--- config.mk ---
export PLATFORM = sky130hd
export DESIGN_NAME = address_req_sequencer
export DESIGN_NICKNAME = d
export VERILOG_FILES = /design/src/rtl/address_req_pkg.sv /design/src/rtl/address_req_sequencer_sat_counter.sv /design/src/rtl/address_req_sequencer.sv
export SDC_FILE = /design/constraint.sdc
export NUM_CORES = 1
export LEC_CHECK = 0
export CAP_MARGIN = 20
export CORE_UTILIZATION = 39
export CTS_CLUSTER_SIZE = 10
export DETAILED_ROUTE_END_ITERATION = 10
export PLACE_DENSITY = 0.8
export SLEW_MARGIN = 5
export SYNTH_ARGS = -nofsm -noshare
export SYNTH_HDL_FRONTEND = slang
export SYNTH_SLANG_ARGS = --single-unit
--- constraint.sdc ---
create_clock -name clock -period 2.36 [get_ports clock]
set_input_delay 0.472 -clock clock [delete_from_list [all_inputs] [get_ports clock]]
set_output_delay 0.472 -clock clock [all_outputs]
set_load 0.005 [all_outputs]
--- src/rtl/address_req_pkg.sv ---
// Shared types and default sizes for the address request sequencer.
// Holds the operation/status encodings, the sequencer FSM states and the
// default address/index widths. Contains no logic of its own.
package address_req_pkg;

    localparam int unsigned ADDR_W_DEF  = 16;
    localparam int unsigned INDEX_W_DEF = 3;
    localparam int unsigned STAT_W      = 16;

    typedef enum logic [1:0] {
        OP_LOOKUP = 2'd0,
        OP_ALLOC  = 2'd1,
        OP_FREE   = 2'd2,
        OP_RSVD   = 2'd3
    } op_t;

    typedef enum logic [1:0] {
        ST_OK        = 2'd0,
        ST_NOT_FOUND = 2'd1,
        ST_CONFLICT  = 2'd2,
        ST_FULL      = 2'd3
    } status_t;

    typedef enum logic [2:0] {
        S_IDLE   = 3'd0,
        S_PROBE  = 3'd1,
        S_COMMIT = 3'd2,
        S_SETTLE = 3'd3,
        S_RESP   = 3'd4
    } state_t;

    // The reserved opcode behaves exactly like a lookup.
    function automatic op_t decode_op(input logic [1:0] raw);
        return (raw == 2'd3) ? OP_LOOKUP : op_t'(raw);
    endfunction

endpackage

--- src/rtl/address_req_sequencer_sat_counter.sv ---
// sat_counter: W-bit counter that increments on inc and sticks at all-ones.
// Ports: clock, reset (async, active-high), inc (count enable), count (value).
module sat_counter #(
    parameter int unsigned W = 16
) (
    input  logic         clock,
    input  logic         reset,
    input  logic         inc,
    output logic [W-1:0] count
);

    always_ff @(posedge clock or posedge reset) begin
        if (reset) begin
            count <= '0;
        end else if (inc && (count != {W{1'b1}})) begin
            count <= count + W'(1);
        end
    end

endmodule

--- src/rtl/address_req_sequencer.sv ---
// address_req_sequencer: turns LOOKUP / ALLOC / FREE requests into probe,
// write and clear sequences on an external address encoder and returns a
// status plus slot index per request. One request is in flight at a time.
// Ports:
//   clock, reset            single clock, async active-high reset
//   req_valid/ready/op/addr request channel (ready only while idle)
//   rsp_valid/ready/index/status  response channel, held until taken
//   enc_addr, enc_we, enc_clear   drive the encoder
//   enc_addr_out, enc_not_selected, enc_free_space  encoder lookup results
//   stat_ok_cnt, stat_err_cnt     response counters
// Build option: define STATS_EN to enable the saturating response counters;
// otherwise the stat ports read constant 0.
module address_req_sequencer
    import address_req_pkg::*;
#(
    parameter int unsigned ADDR_W  = ADDR_W_DEF,
    parameter int unsigned INDEX_W = INDEX_W_DEF
) (
    input  logic               clock,
    input  logic               reset,
    input  logic               req_valid,
    output logic               req_ready,
    input  logic [1:0]         req_op,
    input  logic [ADDR_W-1:0]  req_addr,
    output logic               rsp_valid,
    input  logic               rsp_ready,
    output logic [INDEX_W-1:0] rsp_index,
    output logic [1:0]         rsp_status,
    output logic [ADDR_W-1:0]  enc_addr,
    output logic               enc_we,
    output logic               enc_clear,
    input  logic [INDEX_W-1:0] enc_addr_out,
    input  logic               enc_not_selected,
    input  logic               enc_free_space,
    output logic [STAT_W-1:0]  stat_ok_cnt,
    output logic [STAT_W-1:0]  stat_err_cnt
);

    state_t state;
    op_t    op_q;

    // Sequencer FSM; every output is a flop updated alongside the state.
    always_ff @(posedge clock or posedge reset) begin
        if (reset) begin
            state      <= S_IDLE;
            op_q       <= OP_LOOKUP;
            req_ready  <= 1'b1;
            rsp_valid  <= 1'b0;
            rsp_index  <= '0;
            rsp_status <= ST_OK;
            enc_addr   <= '0;
            enc_we     <= 1'b0;
            enc_clear  <= 1'b0;
        end else begin
            case (state)
                S_IDLE: begin
                    if (req_valid) begin
                        op_q      <= decode_op(req_op);
                        enc_addr  <= req_addr;
                        req_ready <= 1'b0;
                        state     <= S_PROBE;
                    end
                end

                // enc_addr has been stable for a full cycle; act on the lookup.
                S_PROBE: begin
                    case (op_q)
                        OP_ALLOC: begin
                            if (!enc_not_selected) begin
                                rsp_index  <= enc_addr_out;
                                rsp_status <= ST_CONFLICT;
                                rsp_valid  <= 1'b1;
                                state      <= S_RESP;
                            end else if (!enc_free_space) begin
                                rsp_index  <= '0;
                                rsp_status <= ST_FULL;
                                rsp_valid  <= 1'b1;
                                state      <= S_RESP;
                            end else begin
                                enc_we <= 1'b1;
                                state  <= S_COMMIT;
                            end
                        end
                        OP_FREE: begin
                            if (enc_not_selected) begin
                                rsp_index  <= '0;
                                rsp_status <= ST_NOT_FOUND;
                                rsp_valid  <= 1'b1;
                                state      <= S_RESP;
                            end else begin
                                // Slot index must be taken now: it vanishes once cleared.
                                rsp_index <= enc_addr_out;
                                enc_clear <= 1'b1;
                                state     <= S_COMMIT;
                            end
                        end
                        default: begin
                            rsp_index  <= enc_not_selected ? '0 : enc_addr_out;
                            rsp_status <= enc_not_selected ? ST_NOT_FOUND : ST_OK;
                            rsp_valid  <= 1'b1;
                            state      <= S_RESP;
                        end
                    endcase
                end

                S_COMMIT: begin
                    enc_we    <= 1'b0;
                    enc_clear <= 1'b0;
                    if (op_q == OP_ALLOC) begin
                        state <= S_SETTLE;
                    end else begin
                        rsp_status <= ST_OK;
                        rsp_valid  <= 1'b1;
                        state      <= S_RESP;
                    end
                end

                // The write landed at the end of COMMIT; the encoder now reports its slot.
                S_SETTLE: begin
                    rsp_index  <= enc_addr_out;
                    rsp_status <= ST_OK;
                    rsp_valid  <= 1'b1;
                    state      <= S_RESP;
                end

                S_RESP: begin
                    if (rsp_ready) begin
                        rsp_valid <= 1'b0;
                        enc_addr  <= '0;
                        req_ready <= 1'b1;
                        state     <= S_IDLE;
                    end
                end

                default: begin
                    rsp_valid <= 1'b0;
                    enc_we    <= 1'b0;
                    enc_clear <= 1'b0;
                    enc_addr  <= '0;
                    req_ready <= 1'b1;
                    state     <= S_IDLE;
                end
            endcase
        end
    end

`ifdef STATS_EN
    // rsp_valid is only high in RESP, so valid&&ready marks the handshake.
    logic ok_fire_c;
    logic err_fire_c;

    assign ok_fire_c  = rsp_valid && rsp_ready && (rsp_status == ST_OK);
    assign err_fire_c = rsp_valid && rsp_ready && (rsp_status != ST_OK);

    sat_counter #(.W(STAT_W)) u_ok_cnt (
        .clock (clock),
        .reset (reset),
        .inc   (ok_fire_c),
        .count (stat_ok_cnt)
    );

    sat_counter #(.W(STAT_W)) u_err_cnt (
        .clock (clock),
        .reset (reset),
        .inc   (err_fire_c),
        .count (stat_err_cnt)
    );
`else
    assign stat_ok_cnt  = '0;
    assign stat_err_cnt = '0;
`endif

endmodule

== Yosys cells after proc, flatten, opt, wreduce, memory -nomap -nowiden ==
Index checks and enable logic that the tools add are counted.

* Equal/unequal tests: 17
* Muxes and demuxes: 41
* Bitwise gates (word level): 3
* Reductions and logical operators: 13

{| class="wikitable"
|+ Operators by type and width
! cell !! count
|-
| one-hot mux 16 bit (3 select lines) || 1
|-
| 2-to-1 mux 16 bit || 2
|-
| 2-to-1 mux 3 bit || 10
|-
| != test 2 bit, second input constant || 8
|-
| one-hot mux 3 bit (5 select lines) || 1
|-
| 2-to-1 mux 1 bit || 13
|-
| one-hot mux 3 bit (2 select lines) || 2
|-
| 2-to-1 mux 2 bit || 5
|-
| AND reduction 4 bit || 2
|-
| == test 3 x 2 -> 1 bit, second input constant || 2
|-
| one-hot mux 1 bit (2 select lines) || 3
|-
| one-hot mux 2 bit (3 select lines) || 1
|-
| AND reduction 2 bit || 3
|-
| AND reduction 3 bit || 2
|-
| OR reduction 3 bit || 2
|-
| one-hot mux 1 bit (5 select lines) || 1
|-
| AND reduction 5 bit || 1
|-
| == test 2 bit, second input constant || 2
|-
| != test 4 bit, second input constant || 1
|-
| one-hot mux 2 bit (2 select lines) || 1
|-
| == test 3 x 1 -> 1 bit, second input constant || 1
|-
| == test 3 bit, second input constant || 1
|-
| logical NOT 3 bit || 1
|-
| != test 3 bit, second input constant || 1
|-
| other kinds (5) || 7
|}

* Register bits after elaboration: 30
* Bits of input ports: 27

== Depth between registers and ports, before layout ==
* Depth in word-level cells: 4
* Depth in mapped cells: 7

== Least setup slack after synthesis ==
No wires, ideal clock.

* Path kind: reg2reg
* From: register state[0]
* To: register enc_addr[0]
* Setup time: 121 ps
* Arrival: 1525 ps
* Required time: 2239 ps
* Slack: 714 ps
* Cell stages (with the launch flop): 8
* Path buffers: 3
* Cell sequence: dfrtp_1 > buf_6 > or3b_4 > nor2_2 > o21ba_1 > buf_6 > buf_6 > a22o_1

* Word-level cells in the longest chain between the ends: 4

{| class="wikitable"
|+ Ends and longest elaborated chain
! element !! RTL line !! RTL
|-
| start: declaration || address_req_sequencer.sv:39 || <nowiki>state_t state;</nowiki>
|-
| start signal: assignment || address_req_sequencer.sv:45 || <nowiki>state <= S_IDLE;</nowiki>
|-
| start signal: assignment || address_req_sequencer.sv:61 || <nowiki>state <= S_PROBE;</nowiki>
|-
| start signal: assignment || address_req_sequencer.sv:73 || <nowiki>state <= S_RESP;</nowiki>
|-
| == test 3 x 2 -> 1 bit / == test 3 x 1 -> 1 bit (equally long branches) || address_req_sequencer.sv:55 || <nowiki>case (state)</nowiki>
|-
| OR reduction 3 bit (no line) || -- ||
|-
| inverter 1 bit (no line) || -- ||
|-
| AND reduction 3 bit (no line) || -- ||
|-
| end signal: assignment || address_req_sequencer.sv:59 || <nowiki>enc_addr <= req_addr;</nowiki>
|-
| end: declaration || address_req_sequencer.sv:29 || <nowiki>output logic [ADDR_W-1:0] enc_addr,</nowiki>
|}

Several ways; a longest one is shown, not always the timed one.
A chain may end at the register's enable or synchronous reset.

== Worst setup path after layout ==
* From: input req_valid
* To: register enc_addr[11]

* Word-level cells in the longest chain between the ends: 2

{| class="wikitable"
|+ Ends and longest elaborated chain
! element !! RTL line !! RTL
|-
| start: declaration || address_req_sequencer.sv:21 || <nowiki>input logic req_valid,</nowiki>
|-
| != test 2 bit (no line) || -- ||
|-
| AND reduction 3 bit (no line) || -- ||
|}

No other way between the ends.

==> impl_metrics.json <==
{
  "pwr-share-comb_pct": 40.6,
  "endpoint": "enc_addr[11]",
  "overflow": 0,
  "chipWidth_um": 65.0,
  "p_per_area_nw_per_um2": 1160,
  "internal_power_mw": 1.68,
  "final_cell_mix": "clkdlybuf4s50_1, conb_1, dfrtp_1, a22o_1",
  "tightestPinTransition_ps": 521,
  "clock_power_share_pct": 21.4,
  "layout_commonest_cell": "clkdlybuf4s50_1",
  "synth.distinct_cells": 31,
  "min_period_ps": 1840,
  "stdcell_area_um2": 2090,
  "fin_crit_sh_pct": 78.1,
  "ioPinCount": 84,
  "reg2reg_from": "state[1]",
  "run_status": "finished, final reports clean",
  "seq_power_share_pct": 38.0,
  "p_sw_mw": 0.739,
  "reg2regPathDepth": 4,
  "grt_pass1_wl_um": 4800,
  "cts_sinks": 30,
  "finClkSkew_ps": 4.03,
  "grt_max_degree": 31,
  "ys_warn_count": 0,
  "cts_buffers": 5,
  "tns_ps": 0,
  "post-cts-setup-buffers": 0,
  "placementRows": 22,
  "worstReg2RegEnd": "enc_addr[11]",
  "crit_fanout": 16,
  "worst_ep_arrival_time_ps": 2010,
  "fill_cells": 362,
  "ant_nets": 0,
  "root_buffer": "clkbuf_8",
  "vias": 1126,
  "fmax_ghz": 0.542,
  "htreeDepth": 2,
  "regToRegSetupSlack_ps": 630,
  "fin_cells": 249,
  "yosys.area.top_type": "dfrtp_1",
  "holdBufCountCts": 0,
  "hp-start": "req_ready",
  "synth-seq-cells": 30,
  "portBuffers": 51,
  "clk_pin_slew_ps": 70,
  "nNetsFinal": 230,
  "grt_pass1_vias": 1045,
  "placed_area_um2": 1970,
  "utilization_pct": 55.7,
  "setup_viol": 0,
  "synth.area.top_cells": "dfrtp_1, buf_4, a22o_1, ha_1, buf_6",
  "dr.pass1.iters": 4,
  "n_antenna_cell": 0,
  "synth_area_um2": 1550,
  "cp-end-kind": "flip-flop",
  "seq_area_frac_synth_pct": 48.5,
  "drc_errors": 0,
  "avgViaCountPerCell": 4.52,
  "cts_resized": 0,
  "grtUsageTotal_pct": 15.7,
  "synth_area_per_cell_um2": 10.6,
  "ir_drop_mv": 0.574,
  "cts_tree": "built",
  "die_area_um2": 4230,
  "max_cap_viol_count": 0,
  "start_kind": "input pin",
  "rsz0062_at_grt": "false",
  "p_leak_nw": 0.973,
  "initial_utilization_pct": 41.4,
  "hp-class": "flip-flop to flip-flop",
  "synth_top_area_share_pct": 46.8,
  "insertion_delay_ps": 280,
  "relSlewSlack_pct": 65.3,
  "synthCells": 146,
  "wire_per_inst_um": 11.7,
  "core_um2": 3740,
  "drive_above_1_share_pct": 6.97,
  "dp_cells": 241,
  "drt-initial-drc-count": 28,
  "area_delta_synth_final_pct": 34.5,
  "gp_congestion": 0.794,
  "wirelength_um": 2920,
  "antenna_found_initial": 0,
  "startpoint": "req_valid",
  "hold_viol": 0,
  "drv_slew": 0,
  "die_y_um": 65.0,
  "hpwl_um": 2110,
  "power.total_mw": 2.42,
  "worstPathRequired_ps": 2530,
  "p_sw_share_pct": 30.5,
  "cts_max_path_buffers": 2,
  "seq_area_um2": 752,
  "path_class": "input pin to flip-flop",
  "multiInputGateArea_um2": 604
}
## power by group through the flow
stage / combinational, mW / clock [mW] / sequential (mW)
after floorplan: 0.520 / 0 / 0.908
after global placement: 0.970 / 0 / 0.929
final: 0.983 / 0.518 / 0.921
after CTS: 1.00 / 0.531 / 0.923
after detailed placement: 0.997 / 0 / 0.913
after global routing: 1.09 / 0.560 / 0.954
## registers in the layout, indices dropped and copies added, names as in the netlist
| name | cells |
|---|---|
| enc_addr | 16 |
| rsp_index | 3 |
| state | 3 |
| op_q | 2 |
| rsp_status | 2 |
| enc_clear | 1 |
| enc_we | 1 |
| req_ready | 1 |
| rsp_valid | 1 |
## per-stage QoR
step	hold slack (ps)	setup WS, ps
after floorplan	457	714
after global routing	514	445
after CTS	481	515
final	481	516
after global placement	460	241
after detailed placement	471	216
## critical path, cell delays in order
cell and delay, ps:
clkdlybuf4s50_1 480, or3b_4 380, nor2_2 100, o21ba_1 320, a22o_1 260
## kinds of logic after synthesis
logic type / after synthesis / synth area share [%]
other: 1 / 0.242
DFF: 30 / 48.5
AOI/OAI and AO/OA: 38 / 18.8
adders and majority gates: 3 / 2.42
muxes: 1 / 0.646
and+or+nand+nor: 29 / 9.36
buffers and inverters: 44 / 20.0
## cells in the mapped netlist, drive strengths merged
cell / n
buf: 37
dfrtp: 29
a22o: 20
nor2: 9
nand2: 8
inv: 6
a21oi: 5
o21ai: 5
ha: 3
nand3: 3
nand3b: 3
nand2b: 2
a211oi: 1
a21o: 1
a31oi: 1
a32o: 1
and2: 1
clkbuf: 1
conb: 1
dfstp: 1
mux2i: 1
nor2b: 1
nor3: 1
o21ba: 1
o221ai: 1
o22ai: 1
o311a: 1
or3b: 1
## worst min-delay path by stage
stage	end	slack, ps	cells after the start
finish	req_ready	480	2
global route	req_ready	510	2
CTS	req_ready	480	2
detailed placement	req_ready	470	2
global placement	req_ready	460	2
floorplan	req_ready	460	2
## final cells by class
type | count | area share [%]
Sequential cell | 30 | 36.1
Clock inverter | 3 | 2.16
Multi-Input combinational cell | 103 | 29.0
Timing Repair Buffer | 54 | 25.6
Tap cell | 48 | 2.88
Inverter | 6 | 1.08
Clock buffer | 5 | 3.30
## per-layer routing
| metal | global-route usage [%] | share of wire, % | up-vias |
|---|---|---|---|
| met1 | 19.2 | 43 | 521 |
| met3 | 6.51 | 8.3 | 5 |
| met4 | 8.15 | 2.1 | 0 |
| met2 | 23.6 | 47 | 55 |
| met5 | 0 | 0 | - |
| li1 | - | - | 545 |
Note: power is estimated with default switching activity, not from simulation.
